**src/rtl/chip8_mem_arbiter.sv**
```systemverilog
// Single-port CHIP-8 main memory arbiter: loader > CPU/GFX round robin, with a
// burst lock so one requester can own the port across multi-byte sequences.
module chip8_mem_arbiter #(
  parameter int ADDR_W = 12,
  parameter int DATA_W = 8,
  parameter int RD_LAT = 1
) (
  input  logic              clk,
  input  logic              reset_n,
  input  logic              ld_req,
  input  logic              ld_we,
  input  logic [ADDR_W-1:0] ld_addr,
  input  logic [DATA_W-1:0] ld_wdata,
  input  logic              ld_lock,
  output logic              ld_gnt,
  output logic              ld_rvalid,
  output logic [DATA_W-1:0] ld_rdata,
  input  logic              cpu_req,
  input  logic              cpu_we,
  input  logic [ADDR_W-1:0] cpu_addr,
  input  logic [DATA_W-1:0] cpu_wdata,
  input  logic              cpu_lock,
  output logic              cpu_gnt,
  output logic              cpu_rvalid,
  output logic [DATA_W-1:0] cpu_rdata,
  input  logic              gfx_req,
  input  logic              gfx_we,
  input  logic [ADDR_W-1:0] gfx_addr,
  input  logic [DATA_W-1:0] gfx_wdata,
  input  logic              gfx_lock,
  output logic              gfx_gnt,
  output logic              gfx_rvalid,
  output logic [DATA_W-1:0] gfx_rdata,
  output logic              mem_en,
  output logic              mem_we,
  output logic [ADDR_W-1:0] mem_addr,
  output logic [DATA_W-1:0] mem_wdata,
  input  logic [DATA_W-1:0] mem_rdata,
  output logic [1:0]        dbg_state
);

  typedef enum logic [1:0] {
    ST_NONE    = 2'd0,
    ST_OWN_LD  = 2'd1,
    ST_OWN_CPU = 2'd2,
    ST_OWN_GFX = 2'd3
  } state_t;

  localparam logic [1:0] TAG_NONE = 2'd0;
  localparam logic [1:0] TAG_LD   = 2'd1;
  localparam logic [1:0] TAG_CPU  = 2'd2;
  localparam logic [1:0] TAG_GFX  = 2'd3;

  state_t            r_state;
  state_t            w_state_nxt;
  logic              r_rr_gfx;
  logic [2:0]        w_req;
  logic [2:0]        w_lock;
  logic [2:0]        w_gnt;
  logic [2:0]        w_own;
  logic              w_sel_we;
  logic [ADDR_W-1:0] w_sel_addr;
  logic [DATA_W-1:0] w_sel_wdata;
  logic [1:0]        w_sel_tag;
  logic              r_mem_en;
  logic              r_mem_we;
  logic [ADDR_W-1:0] r_mem_addr;
  logic [DATA_W-1:0] r_mem_wdata;
  logic [1:0]        r_tag [RD_LAT+1];
  logic [2:0]        r_rvalid;
  logic [DATA_W-1:0] r_rdata [3];

  // Handshake: a transfer occurs in every cycle where req and gnt are both high;
  // the requester keeps req/we/addr/wdata/lock stable until that cycle.
  assign w_req  = {gfx_req, cpu_req, ld_req};
  assign w_lock = {gfx_lock, cpu_lock, ld_lock};

  always_comb begin
    w_gnt       = 3'b000;
    w_own       = 3'b000;
    w_state_nxt = r_state;
    case (r_state)
      ST_NONE: begin
        if (w_req[0])                             w_gnt = 3'b001;
        else if (w_req[1] && !(w_req[2] && r_rr_gfx)) w_gnt = 3'b010;
        else if (w_req[2])                        w_gnt = 3'b100;
      end
      ST_OWN_LD:  w_own = 3'b001;
      ST_OWN_CPU: w_own = 3'b010;
      ST_OWN_GFX: w_own = 3'b100;
      default:    w_own = 3'b000;
    endcase
    if (r_state != ST_NONE) begin
      // The owner leaves as soon as it drops lock, whether or not it transfers.
      w_gnt = w_req & w_own;
      if ((w_lock & w_own) == 3'b000) w_state_nxt = ST_NONE;
    end else if ((w_gnt & w_lock) != 3'b000) begin
      if (w_gnt[0])      w_state_nxt = ST_OWN_LD;
      else if (w_gnt[1]) w_state_nxt = ST_OWN_CPU;
      else               w_state_nxt = ST_OWN_GFX;
    end
    if (!reset_n) w_gnt = 3'b000;
  end

  always_comb begin
    w_sel_we    = ld_we;
    w_sel_addr  = ld_addr;
    w_sel_wdata = ld_wdata;
    w_sel_tag   = TAG_LD;
    if (w_gnt[1]) begin
      w_sel_we    = cpu_we;
      w_sel_addr  = cpu_addr;
      w_sel_wdata = cpu_wdata;
      w_sel_tag   = TAG_CPU;
    end else if (w_gnt[2]) begin
      w_sel_we    = gfx_we;
      w_sel_addr  = gfx_addr;
      w_sel_wdata = gfx_wdata;
      w_sel_tag   = TAG_GFX;
    end
  end

  always_ff @(posedge clk or negedge reset_n) begin
    if (!reset_n) begin
      r_state  <= ST_NONE;
      r_rr_gfx <= 1'b0;
    end else begin
      r_state <= w_state_nxt;
      if (w_gnt[1])      r_rr_gfx <= 1'b1;
      else if (w_gnt[2]) r_rr_gfx <= 1'b0;
    end
  end

  always_ff @(posedge clk or negedge reset_n) begin
    if (!reset_n) begin
      r_mem_en    <= 1'b0;
      r_mem_we    <= 1'b0;
      r_mem_addr  <= '0;
      r_mem_wdata <= '0;
    end else if (w_gnt != 3'b000) begin
      r_mem_en    <= 1'b1;
      r_mem_we    <= w_sel_we;
      r_mem_addr  <= w_sel_addr;
      r_mem_wdata <= w_sel_wdata;
    end else begin
      r_mem_en <= 1'b0;
      r_mem_we <= 1'b0;
    end
  end

  // r_tag[0] travels with mem_en; r_tag[RD_LAT] lines up with valid mem_rdata.
  always_ff @(posedge clk or negedge reset_n) begin
    if (!reset_n) begin
      for (int i = 0; i <= RD_LAT; i++) r_tag[i] <= TAG_NONE;
      r_rvalid <= 3'b000;
      for (int i = 0; i < 3; i++) r_rdata[i] <= '0;
    end else begin
      r_tag[0] <= ((w_gnt != 3'b000) && !w_sel_we) ? w_sel_tag : TAG_NONE;
      for (int i = 1; i <= RD_LAT; i++) r_tag[i] <= r_tag[i-1];
      r_rvalid <= 3'b000;
      for (int i = 0; i < 3; i++) begin
        if (r_tag[RD_LAT] == 2'(i + 1)) begin
          r_rvalid[i] <= 1'b1;
          r_rdata[i]  <= mem_rdata;
        end
      end
    end
  end

  assign ld_gnt     = w_gnt[0];
  assign cpu_gnt    = w_gnt[1];
  assign gfx_gnt    = w_gnt[2];
  assign ld_rvalid  = r_rvalid[0];
  assign cpu_rvalid = r_rvalid[1];
  assign gfx_rvalid = r_rvalid[2];
  assign ld_rdata   = r_rdata[0];
  assign cpu_rdata  = r_rdata[1];
  assign gfx_rdata  = r_rdata[2];
  assign mem_en     = r_mem_en;
  assign mem_we     = r_mem_we;
  assign mem_addr   = r_mem_addr;
  assign mem_wdata  = r_mem_wdata;
  assign dbg_state  = r_state;

endmodule

```
**config.mk**
```make
export PLATFORM = sky130hd
export DESIGN_NAME = chip8_mem_arbiter
export DESIGN_NICKNAME = d
export VERILOG_FILES = /design/src/rtl/chip8_mem_arbiter.sv
export SDC_FILE = /design/constraint.sdc
export NUM_CORES = 1
export LEC_CHECK = 0
export BUFFER_PORTS_ARGS = -buffer_cell sky130_fd_sc_hd__buf_4
export CORE_UTILIZATION = 41
export DETAILED_ROUTE_END_ITERATION = 7
export PLACE_DENSITY = 0.76
export SETUP_SLACK_MARGIN = 0.5
export SYNTH_ARGS = -nofsm -noshare
export SYNTH_HDL_FRONTEND = slang
export SYNTH_SLANG_ARGS = --single-unit
```
**constraint.sdc**
```tcl
create_clock -name clk -period 1.49 [get_ports clk]
set_input_delay 0 -clock clk [delete_from_list [all_inputs] [get_ports clk]]
set_output_delay 0 -clock clk [all_outputs]
set_load 0.005 [all_outputs]
```
==> results of run 1 <==
==> worst paths after layout <==
path	to	slack, ns	depth (start not counted)
setup reg to reg	r_tag[2]	-0.22	5
max in group asynchronous	mem_wdata[3]	0.81	3
min in group clk	dbg_state[0]	0.06	4
hold reg to reg	r_tag[0]	0.35	0
setup / recovery	r_tag[2]	-0.22	5
hold / removal	r_tag[0]	-0.02	3
==> power breakdown <==
group	switching [mW]	internal [mW]
Sequential	0.442	2.20
Clock	0.531	0.339
Combinational	1.20	2.10
==> metal layers <==
layer  up-vias  share of wire (%)  track usage [%]
met3        15                7.3             5.82
met5         -                  0                0
met2       119                 52             42.5
met1      1259                 39             27.6
met4         0                2.1             7.72
li1       1210                  -                -
==> layout make-up <==
cell class / instances / area [sq um]
Inverter: 26 / 97.6
Sequential cell: 56 / 1400
Tap cell: 75 / 93.8
Clock buffer: 5 / 68.8
Fill cell: 437 / 1600
Clock inverter: 3 / 22.5
Timing Repair Buffer: 183 / 1490
Multi-Input combinational cell: 145 / 1290
==> per-stage QoR <==
step | total power [mW] | hold slack [ns] | utilization (%) | std cells | instance area, sq um
3_3_place_gp | 5.40 | -0.146 | 64.1 | 455 | 3890
4_1_cts | 6.71 | -0.487 | 71.9 | 487 | 4360
2_1_floorplan | 3.88 | -0.296 | - | 242 | 2730
3_5_place_dp | 5.49 | -0.145 | 64.1 | 455 | 3890
5_1_grt | 7.26 | 0.00435 | 73.7 | 493 | 4460
6_report | 6.82 | -0.0154 | 73.7 | 493 | 4460
==> critical path, cell delays in order (launching register included) <==
cell     delay (ns)
dfrtp_1        0.43
or3_4          0.39
o31ai_4        0.25
buf_4          0.18
mux2i_2        0.23
and3_1         0.18
==> timing repair <==
action | 4_1_cts | 5_1_grt
pin swaps | 5 | 5
setup endpoints to repair | 56 | 57
buffers inserted | 7 | 4
hold endpoints to repair | 43 | 4
gates cloned | 3 | 1
hold buffers | 14 | 1
resized for setup | 45 | 15
==> synthesized netlist by cell type <==
cell       n
nand4_1    1
dfrtp_1   56
a21oi_1    4
nor4_1     1
mux2i_1    1
nand2b_1   3
inv_1     26
and2_1     1
nor3_1     1
and3b_1    1
o31ai_1    2
nand2_1   44
o21ai_0    1
o41ai_2    1
and2b_1    1
buf_4      3
nor2b_1    3
o22ai_1    1
mux2_2    25
a222oi_1  20
buf_2      4
clkbuf_1   8
o31ai_4    1
nand3_1    1
or3_4      1
a211oi_1   1
nor2_1     1
and3_1     2
buf_6      2
a21o_1    22
a211oi_2   1
o211ai_1   1
nor4b_1    1
==> cells in the final DEF, fill, tap and decap left out, drive strengths merged <==
| cell type | count |
|---|---|
| nand2b | 4 |
| nor2b | 3 |
| o21ai | 1 |
| a21o | 22 |
| nand2 | 45 |
| buf | 168 |
| a222oi | 20 |
| clkbuf | 5 |
| nor4 | 1 |
| o41ai | 1 |
| o211ai | 1 |
| and2b | 1 |
| nor4b | 1 |
| dfrtp | 56 |
| a21oi | 4 |
| nand4 | 1 |
| and2 | 1 |
| nand3 | 1 |
| mux2i | 1 |
| mux2 | 25 |
| and3 | 2 |
| nor2 | 1 |
| dlygate4sd3 | 15 |
| nor3 | 1 |
| or3 | 1 |
| clkinv | 2 |
| o31ai | 3 |
| inv | 27 |
| a211oi | 2 |
| o22ai | 1 |
| and3b | 1 |
==> registers in the layout, summed over array words and instances (netlist names), 2 cells and up <==
signal     count
r_tag          4
r_rvalid       3
ld_rdata       8
mem_wdata      8
mem_addr      12
dbg_state      2
gfx_rdata      8
cpu_rdata      8
==> logic make-up after synthesis <==
logic type	count (synthesis)	synth area share (%)
AND/OR/NAND/NOR	62	10.7
flip-flops	56	53.0
AO/OA/AOI/OAI	55	18.0
buffers and inverters	43	7.28
multiplexers	26	11.0
==> reports/qor.csv, run 1 <==
metric;value;unit
Final Hold Slack;-0.0154;ns
final wirelength;7980;microns
pin count of the biggest net entering global routing;29;
vias per inst;5.28;
unrepaired setup endpoints after global routing;yes;
depth of the CTS H-tree;2;
die height;82.3;microns
Cell Area, Synth;2650;sq um
area grow syn2layout;68.7;%
routability congestion estimate from global placement;0.771;
violations in the final reports;hold timing, setup timing;
max-slew violation count;0;
worst-skew pair later-pin latency;0.31;ns
overall via count from detail_route;2603;
Post-Synthesis Net Count;321;
antenna-violating nets left;0;
library cell used as clock root buffer;clkbuf_8;
final routed DRC violation total;0;
Max Freq;0.584;GHz
clock edge transition at the registers on the reported setup and hold paths;0.11;ns
Diodes inserted;0;
Ports;133;
via count of the first global-routing pass;2540;
Worst Path Class, Setup;register to register;
ratio of cells with drive above 1 in the final layout;53.3;%
post-synthesis area per instance;10.9;sq um
kind of capture point of the worst setup path;register;
beginning of the critical path;dbg_state[1];
Placeable Area;6060;sq um
Max IR drop VDD;1.03;mV
flip-flop and latch count after synthesis;56;
final worst setup slack;-0.222;ns
net total in the final layout;496;
TritonRoute pass-1 iters;6;
row cnt;28;
wire length of the first global-routing pass;12000;microns
post-synthesis cell type count;33;
biggest area consumer among synthesized cells;dfrtp_1;
number of warnings issued by yosys;0;
leakage power figure;2.40;nW
cells taking the most area after synthesis;dfrtp_1 53%, mux2_2 11%, a222oi_1 7.6%;
type of origin of the critical path;register;
initial antenna violation count;0;
outcome;complete, but fails checks;
Slew @ Worst Pin;0.381;ns
Hold Fails Final Rpt;11;
Wirelength per Cell;16.2;microns
setup violators final;27;
width of the chip;82.3;microns
clock tree sinks;56;
initial core utilization;43.7;%
total of buffers placed on input and output ports;132;
total of max-cap violations;0;
time the worst path needs with I/O delays and setup;1.71;ns
power per cell area;1530;nW/um^2
die outline area;6780;sq um
Post-Route Setup TNS;-4.24;ns
required time worst endpoint;1.74;ns
Max Root-Sink Buffers;2;
worst-path maximum fanout;4;
RR Startpoint;dbg_state[1];
share of the synthesized area in the top cell type;53.0;%
arrival time at the worst endpoint;1.97;ns
final setup skew;0.00401;ns
relative max-transition margin;74.5;%
Synth Instances;242;
CTS Buf Count;5;
HPWL after DPL;5480;microns
placement-stage worst setup slack;-0.157;ns
TritonCTS clock tree;done;
Final period util;115;%
sequential fraction of the synthesis area;53.0;%
total congestion overflow;0;
Detailed Route Iter0 Violations;126;
combined global-route utilization of all metal layers;23.7;%
path class of the lowest-slack min-delay path;primary input to asynchronous set/reset pin;
(Power assumes the default switching activity.)
==> inputs of run 2 (changes only) <==
--- a/config.mk
+++ b/config.mk
@@ -6,9 +6,12 @@
 export NUM_CORES = 1
 export LEC_CHECK = 0
 export BUFFER_PORTS_ARGS = -buffer_cell sky130_fd_sc_hd__buf_4
-export CORE_UTILIZATION = 41
+export CAP_MARGIN = 20
+export CORE_UTILIZATION = 43
+export CTS_BUF_LIST = sky130_fd_sc_hd__clkbuf_8
 export DETAILED_ROUTE_END_ITERATION = 7
-export PLACE_DENSITY = 0.76
+export GPL_ROUTABILITY_DRIVEN = 0
+export PLACE_DENSITY = 0.79
 export SETUP_SLACK_MARGIN = 0.5
 export SYNTH_ARGS = -nofsm -noshare
 export SYNTH_HDL_FRONTEND = slang
==> run 2 against run 1 <==
Compared with the run above: the flow still finishes with violations (hold timing, setup timing); design area is 1.2% higher; register-to-register slack hardly changed; clock power is 33% higher; highest routed layer unchanged; largest power group unchanged; largest cell class unchanged.
==> reports/qor.csv, run 2 (synthesis results as in run 1) <==
metric;value;unit;change
TritonCTS clock tree;done;;
kind of capture point of the worst setup path;register;;
final design area excluding fillers;4520;sq um;+1.2%
power per cell area;1590;nW/um^2;+4.1%
wire length of the first global-routing pass;12600;microns;+5.0%
worst-path maximum fanout;4;;unchanged
sequential share of power;36.6;%;-2.1 points
total congestion overflow;0;;unchanged
Final Hold Slack;-0.295;ns;-0.279 ns
switching part of the total;30.3;%;-1.6 points
width of the chip;80.5;microns;-2.3%
final setup skew;0.00851;ns;+0.00450 ns
HPWL after DPL;5320;microns;-2.9%
final worst setup slack;-0.224;ns;-0.00161 ns
Worst Path Class, Setup;register to register;;
most common cell after layout, fill and taps aside;buf_4;;
Hold-fix buffers, CTS;14;;unchanged
initial core utilization;44.7;%;+1.0 points
row cnt;28;;unchanged
library cell used as clock root buffer;clkbuf_8;;
violations in the final reports;hold timing, setup timing;;
TritonRoute pass-1 iters;5;;-1
total of buffers placed on input and output ports;132;;unchanged
clock tree sinks;56;;unchanged
Wirelength per Cell;16.7;microns;+2.9%
pin count of the biggest net entering global routing;58;;+100%
die outline area;6470;sq um;-4.5%
area grow syn2layout;70.8;%;
Hold Fails Final Rpt;46;;+35
Largest register FFs;12;;unchanged
antenna-violating nets left;0;;unchanged
via count of the first global-routing pass;2577;;+1.5%
combined global-route utilization of all metal layers;25.7;%;+2.0 points
R2R Setup Slk;-0.22;ns;about the same
Critical Path, Cell by Cell;or3_4, o31ai_4, buf_6, mux2i_4, and3_1;;
time the worst path needs with I/O delays and setup;1.71;ns;+0.00162 ns
outcome;complete, but fails checks;;
Detailed Route Iter0 Violations;168;;+33%
combinational share of power;47.2;%;-1.3 points
Diodes inserted;0;;unchanged
die height;80.5;microns;-2.3%
depth of the CTS H-tree;2;;unchanged
RR Startpoint;dbg_state[1];;
clock edge transition at the registers on the reported setup and hold paths;0.10;ns;about the same
maximum cell stage delay along the critical path;0.43;ns;about the same
unrepaired setup endpoints after global routing;yes;;
Final period util;115;%;about the same
Power Internal;5.01;mW;+7.9%
net total in the final layout;491;;-1.0%
cell area after placement;3900;sq um;+0.32%
cell depth of the worst flop-to-flop path;5;;unchanged
vias per inst;5.35;;+1.4%
overall via count from detail_route;2607;;+0.15%
arrival time at the worst endpoint;1.97;ns;about the same
ratio of cells with drive above 1 in the final layout;53.4;%;about the same
leakage power figure;2.42;nW;+0.85%
relative max-transition margin;75.3;%;+0.81 points
CTS Buf Count;5;;unchanged
initial antenna violation count;0;;unchanged
final routed DRC violation total;0;;unchanged
CP bufs+invs;1;;unchanged
max-slew violation count;0;;unchanged
setup violators final;25;;-7.4%
most used cells in the layout excluding fill and tap cells;145 x buf_4, 54 x dfrtp_1, 43 x nand2_1;;
type of origin of the critical path;register;;
Max Freq;0.583;GHz;about the same
required time worst endpoint;1.74;ns;about the same
Worst path top cell family by delay;simple AND/OR/NAND/NOR gates;;
total of max-cap violations;0;;unchanged
Slew @ Worst Pin;0.370;ns;-0.0109 ns
worst-path cell with the longest stage delay;dfrtp_1;;
r2r endpoint;r_tag[2];;
Max IR drop VDD;0.797;mV;-22%
path class of the lowest-slack min-delay path;primary input to asynchronous set/reset pin;;
final wirelength;8110;microns;+1.7%
Ports;133;;unchanged
Placeable Area;5920;sq um;-2.3%
net switching power of the design;2.18;mW;about the same
worst-skew pair later-pin latency;0.31;ns;about the same
power share of the clock group;16.2;%;+3.4 points
Max Root-Sink Buffers;2;;unchanged
placement-stage worst setup slack;-0.167;ns;-0.00949 ns
-- run 2: how the worst max path moves through the flow --
stage                       startpoint           end  slack [ns]  cells after the start
after floorplan           dbg_state[0]  mem_addr[11]       -0.09                      5
after global placement    dbg_state[1]      r_tag[2]       -0.13                      5
after detailed placement  dbg_state[1]      r_tag[2]       -0.17                      5
after CTS                 dbg_state[1]      r_tag[2]       -0.20                      5
after global routing      dbg_state[1]  mem_wdata[6]       -0.28                      6
final                     dbg_state[1]      r_tag[2]       -0.22                      5
-- run 2: cell type report --
class / instances / area [sq um]
clock buffer: 5 / 68.8
multi-input combinational: 144 / 1300
fill: 403 / 1400
clock inverter: 2 / 60.1
sequential: 56 / 1400
tap: 75 / 93.8
inverter: 26 / 100
timing repair buffer: 179 / 1500
-- run 2: metal layers --
metal  share of wire, %  global-route usage, %  wire, microns  up-vias
met5                  0                      0              0        -
met4                1.2                   6.79             95        0
met3                7.1                   5.68            578        9
met2                 52                   45.6           4210      127
met1                 40                   31.4           3220     1273
li1                   -                      -              -     1198
-- run 2: stage by stage --
step,TNS (ns),util (%),total power [mW],std cells
after detailed placement,-2.90,65.9,5.51,455
after CTS,-3.71,75.7,7.13,485
after global placement,-2.12,65.9,5.41,455
final,-4.62,76.3,7.19,487
after floorplan,-1.77,-,3.88,242
after global routing,-6.32,76.3,7.59,487
-- run 2: power groups by stage --
stage / clock, mW / combinational, mW / sequential (mW)
2_1_floorplan: 0 / 1.25 / 2.62
3_3_place_gp: 0 / 2.83 / 2.58
3_5_place_dp: 0 / 2.90 / 2.61
4_1_cts: 1.16 / 3.35 / 2.62
5_1_grt: 1.24 / 3.64 / 2.70
6_report: 1.16 / 3.39 / 2.63
-- run 2: timing repair --
item,4_1_cts,5_1_grt
resized for setup,53,6
endpoints found under the hold margin,82,46
pin swaps,6,4
buffers inserted,5,2
setup endpoints to repair,56,57
cloned,4,0
==> inputs of run 3 (changes only) <==
--- a/config.mk
+++ b/config.mk
@@ -7,11 +7,13 @@
 export LEC_CHECK = 0
 export BUFFER_PORTS_ARGS = -buffer_cell sky130_fd_sc_hd__buf_4
 export CAP_MARGIN = 20
-export CORE_UTILIZATION = 43
+export CELL_PAD_IN_SITES_DETAIL_PLACEMENT = 0
+export CELL_PAD_IN_SITES_GLOBAL_PLACEMENT = 1
+export CORE_UTILIZATION = 31
 export CTS_BUF_LIST = sky130_fd_sc_hd__clkbuf_8
 export DETAILED_ROUTE_END_ITERATION = 7
 export GPL_ROUTABILITY_DRIVEN = 0
-export PLACE_DENSITY = 0.79
+export PLACE_DENSITY_LB_ADDON = 0.1
 export SETUP_SLACK_MARGIN = 0.5
 export SYNTH_ARGS = -nofsm -noshare
 export SYNTH_HDL_FRONTEND = slang
==> run 3 against run 2 <==
Compared with the run above: the flow still finishes with violations (hold timing, setup timing); maximum frequency grew 0.48%; combinational power is 6.8% higher; power shrank 0.87%; register-to-register slack about the same; clock skew down 0.0021 ns; clock-buffer cell count is the same; sequential power about the same; final cell count up 8.6%; core utilization shrank 19 points; largest cell class unchanged.
==> reports/qor.csv, run 3 (synthesis results as in run 1) <==
metric;value;unit;change
outcome;complete, but fails checks;;
Diodes inserted;0;;unchanged
most common cell after layout, fill and taps aside;buf_4;;
Placed Cells;482;;+5.9%
total of max-cap violations;0;;unchanged
area grow syn2layout;78.0;%;
path class of the lowest-slack min-delay path;primary input to asynchronous set/reset pin;;
pin count of the biggest net entering global routing;39;;-33%
cell depth of the worst flop-to-flop path;5;;unchanged
clock edge transition at the registers on the reported setup and hold paths;0.11;ns;about the same
type of origin of the critical path;register;;
Critical Path End;r_tag[2];;
total congestion overflow;0;;unchanged
Largest register FFs;12;;unchanged
final worst setup slack;-0.216;ns;+0.00825 ns
core utilization of the finished layout;57.0;%;-19 points
violations in the final reports;hold timing, setup timing;;
TritonCTS clock tree;done;;
total of buffers placed on input and output ports;132;;unchanged
Wirelength per Cell;15.4;microns;-7.5%
depth of the CTS H-tree;2;;unchanged
kind of capture point of the worst setup path;register;;
final routed DRC violation total;0;;unchanged
worst-path maximum fanout;5;;+1
max-slew violation count;0;;unchanged
r2r endpoint;r_tag[2];;
relative max-transition margin;78.8;%;+3.5 points
antenna-violating nets left;0;;unchanged
Reg area;1400;sq um;about the same
power per cell area;1510;nW/um^2;-4.9%
Hold Fails Final Rpt;15;;-67%
width of the chip;94.4;microns;+17%
fill cell instance count of the final layout;728;;+81%
ratio of cells with drive above 1 in the final layout;55.0;%;+1.6 points
Cell Count, Final, Fillers Out;529;;+8.6%
final wirelength;8150;microns;+0.46%
via count of the first global-routing pass;2396;;-7.0%
clock tree sinks;56;;unchanged
Ports;133;;unchanged
initial core utilization;32.0;%;-13 points
die outline area;8910;sq um;+38%
Post-Route Setup TNS;-4.13;ns;+0.485 ns
final setup skew;0.00642;ns;-0.00210 ns
Placeable Area;8260;sq um;+39%
Worst Path Class, Setup;register to register;;
Max IR drop VDD;0.553;mV;-31%
R2R Setup Slk;-0.22;ns;about the same
Detailed Route Iter0 Violations;140;;-17%
arrival time at the worst endpoint;1.97;ns;about the same
area of combinational cells with multiple inputs;1260;sq um;-3.0%
HPWL after DPL;5270;microns;-0.97%
overall via count from detail_route;2556;;-2.0%
library cell used as clock root buffer;clkbuf_8;;
wire length of the first global-routing pass;12300;microns;-2.7%
combined global-route utilization of all metal layers;18.0;%;-7.7 points
row cnt;33;;+18%
worst-skew pair later-pin latency;0.32;ns;about the same
required time worst endpoint;1.75;ns;about the same
Max Root-Sink Buffers;2;;unchanged
leakage power figure;2.51;nW;+4.0%
Final period util;114;%;-0.55 points
Max Freq;0.586;GHz;+0.48%
beginning of the critical path;dbg_state[1];;
most used cells in the layout excluding fill and tap cells;138 x buf_4, 55 x dfrtp_1, 43 x nand2_1;;
setup violators final;28;;+12%
vias per inst;4.83;;-9.7%
TritonRoute pass-1 iters;5;;unchanged
net total in the final layout;502;;+2.2%
initial antenna violation count;0;;unchanged
RR Startpoint;dbg_state[1];;
die height;94.4;microns;+17%
CTS Buf Count;5;;unchanged
time the worst path needs with I/O delays and setup;1.71;ns;-0.00825 ns
Final Hold Slack;-0.0398;ns;+0.255 ns
Slew @ Worst Pin;0.318;ns;-0.0521 ns
unrepaired setup endpoints after global routing;yes;;
-- run 3: power breakdown --
| group | switching (mW) | total [mW] | leakage [nW] | internal (mW) |
|---|---|---|---|---|
| Sequential | 0.406 | 2.60 | 0.670 | 2.20 |
| Clock | 0.551 | 0.895 | 0.0452 | 0.345 |
| Combinational | 1.25 | 3.62 | 1.80 | 2.38 |
| Total | 2.20 | 7.12 | 2.51 | 4.92 |
-- run 3: stage by stage --
stage                     setup WS (ns)  hold slack, ns  cell area [sq um]  total power [mW]
after CTS                        -0.238         0.00908               4560              7.05
after global routing             -0.296         -0.0249               4710              7.60
after global placement           -0.159          -0.141               3940              5.50
after floorplan                 -0.0941          -0.296               2730              3.88
final                            -0.216         -0.0398               4710              7.12
after detailed placement         -0.218          -0.138               3940              5.53
-- run 3: critical path, cell delays in order, from the launching register on --
cell     delay [ns]
dfrtp_1        0.43
or3_4          0.39
o31ai_4        0.24
buf_4          0.19
mux2i_4        0.23
and3_1         0.17
-- run 3: worst min path at each step --
stage | to | slack, ns
after floorplan | cpu_rdata[0] | -0.30
after global placement | dbg_state[0] | -0.14
after detailed placement | dbg_state[1] | -0.14
after CTS | dbg_state[0] | 0.009
after global routing | mem_wdata[0] | -0.02
final | mem_wdata[0] | -0.04
-- run 3: repair_timing --
item                                   CTS  global route
cloned                                   4             2
setup endpoints to repair               56            91
endpoints found under the hold margin   47             6
hold buffers                            13             1
buffers inserted                        14             5
pin swaps                                6             4
gates resized for setup                 59            17
-- run 3: per-layer routing --
layer / wire length [microns] / track usage (%) / vias to the layer above
li1: - / - / 1222
met1: 3680 / 25.5 / 1239
met2: 3890 / 28.2 / 86
met3: 451 / 3.14 / 9
met4: 119 / 5.26 / 0
met5: 0 / 0 / -
-- run 3: cell type report --
| cell class | instances | area share [%] |
|---|---|---|
| timing repair buffer | 191 | 36.6 |
| sequential | 56 | 29.8 |
| multi-input combinational | 143 | 26.7 |
| tap | 105 | 2.79 |
| inverter | 26 | 2.12 |
| clock buffer | 5 | 1.46 |
| clock inverter | 3 | 0.531 |
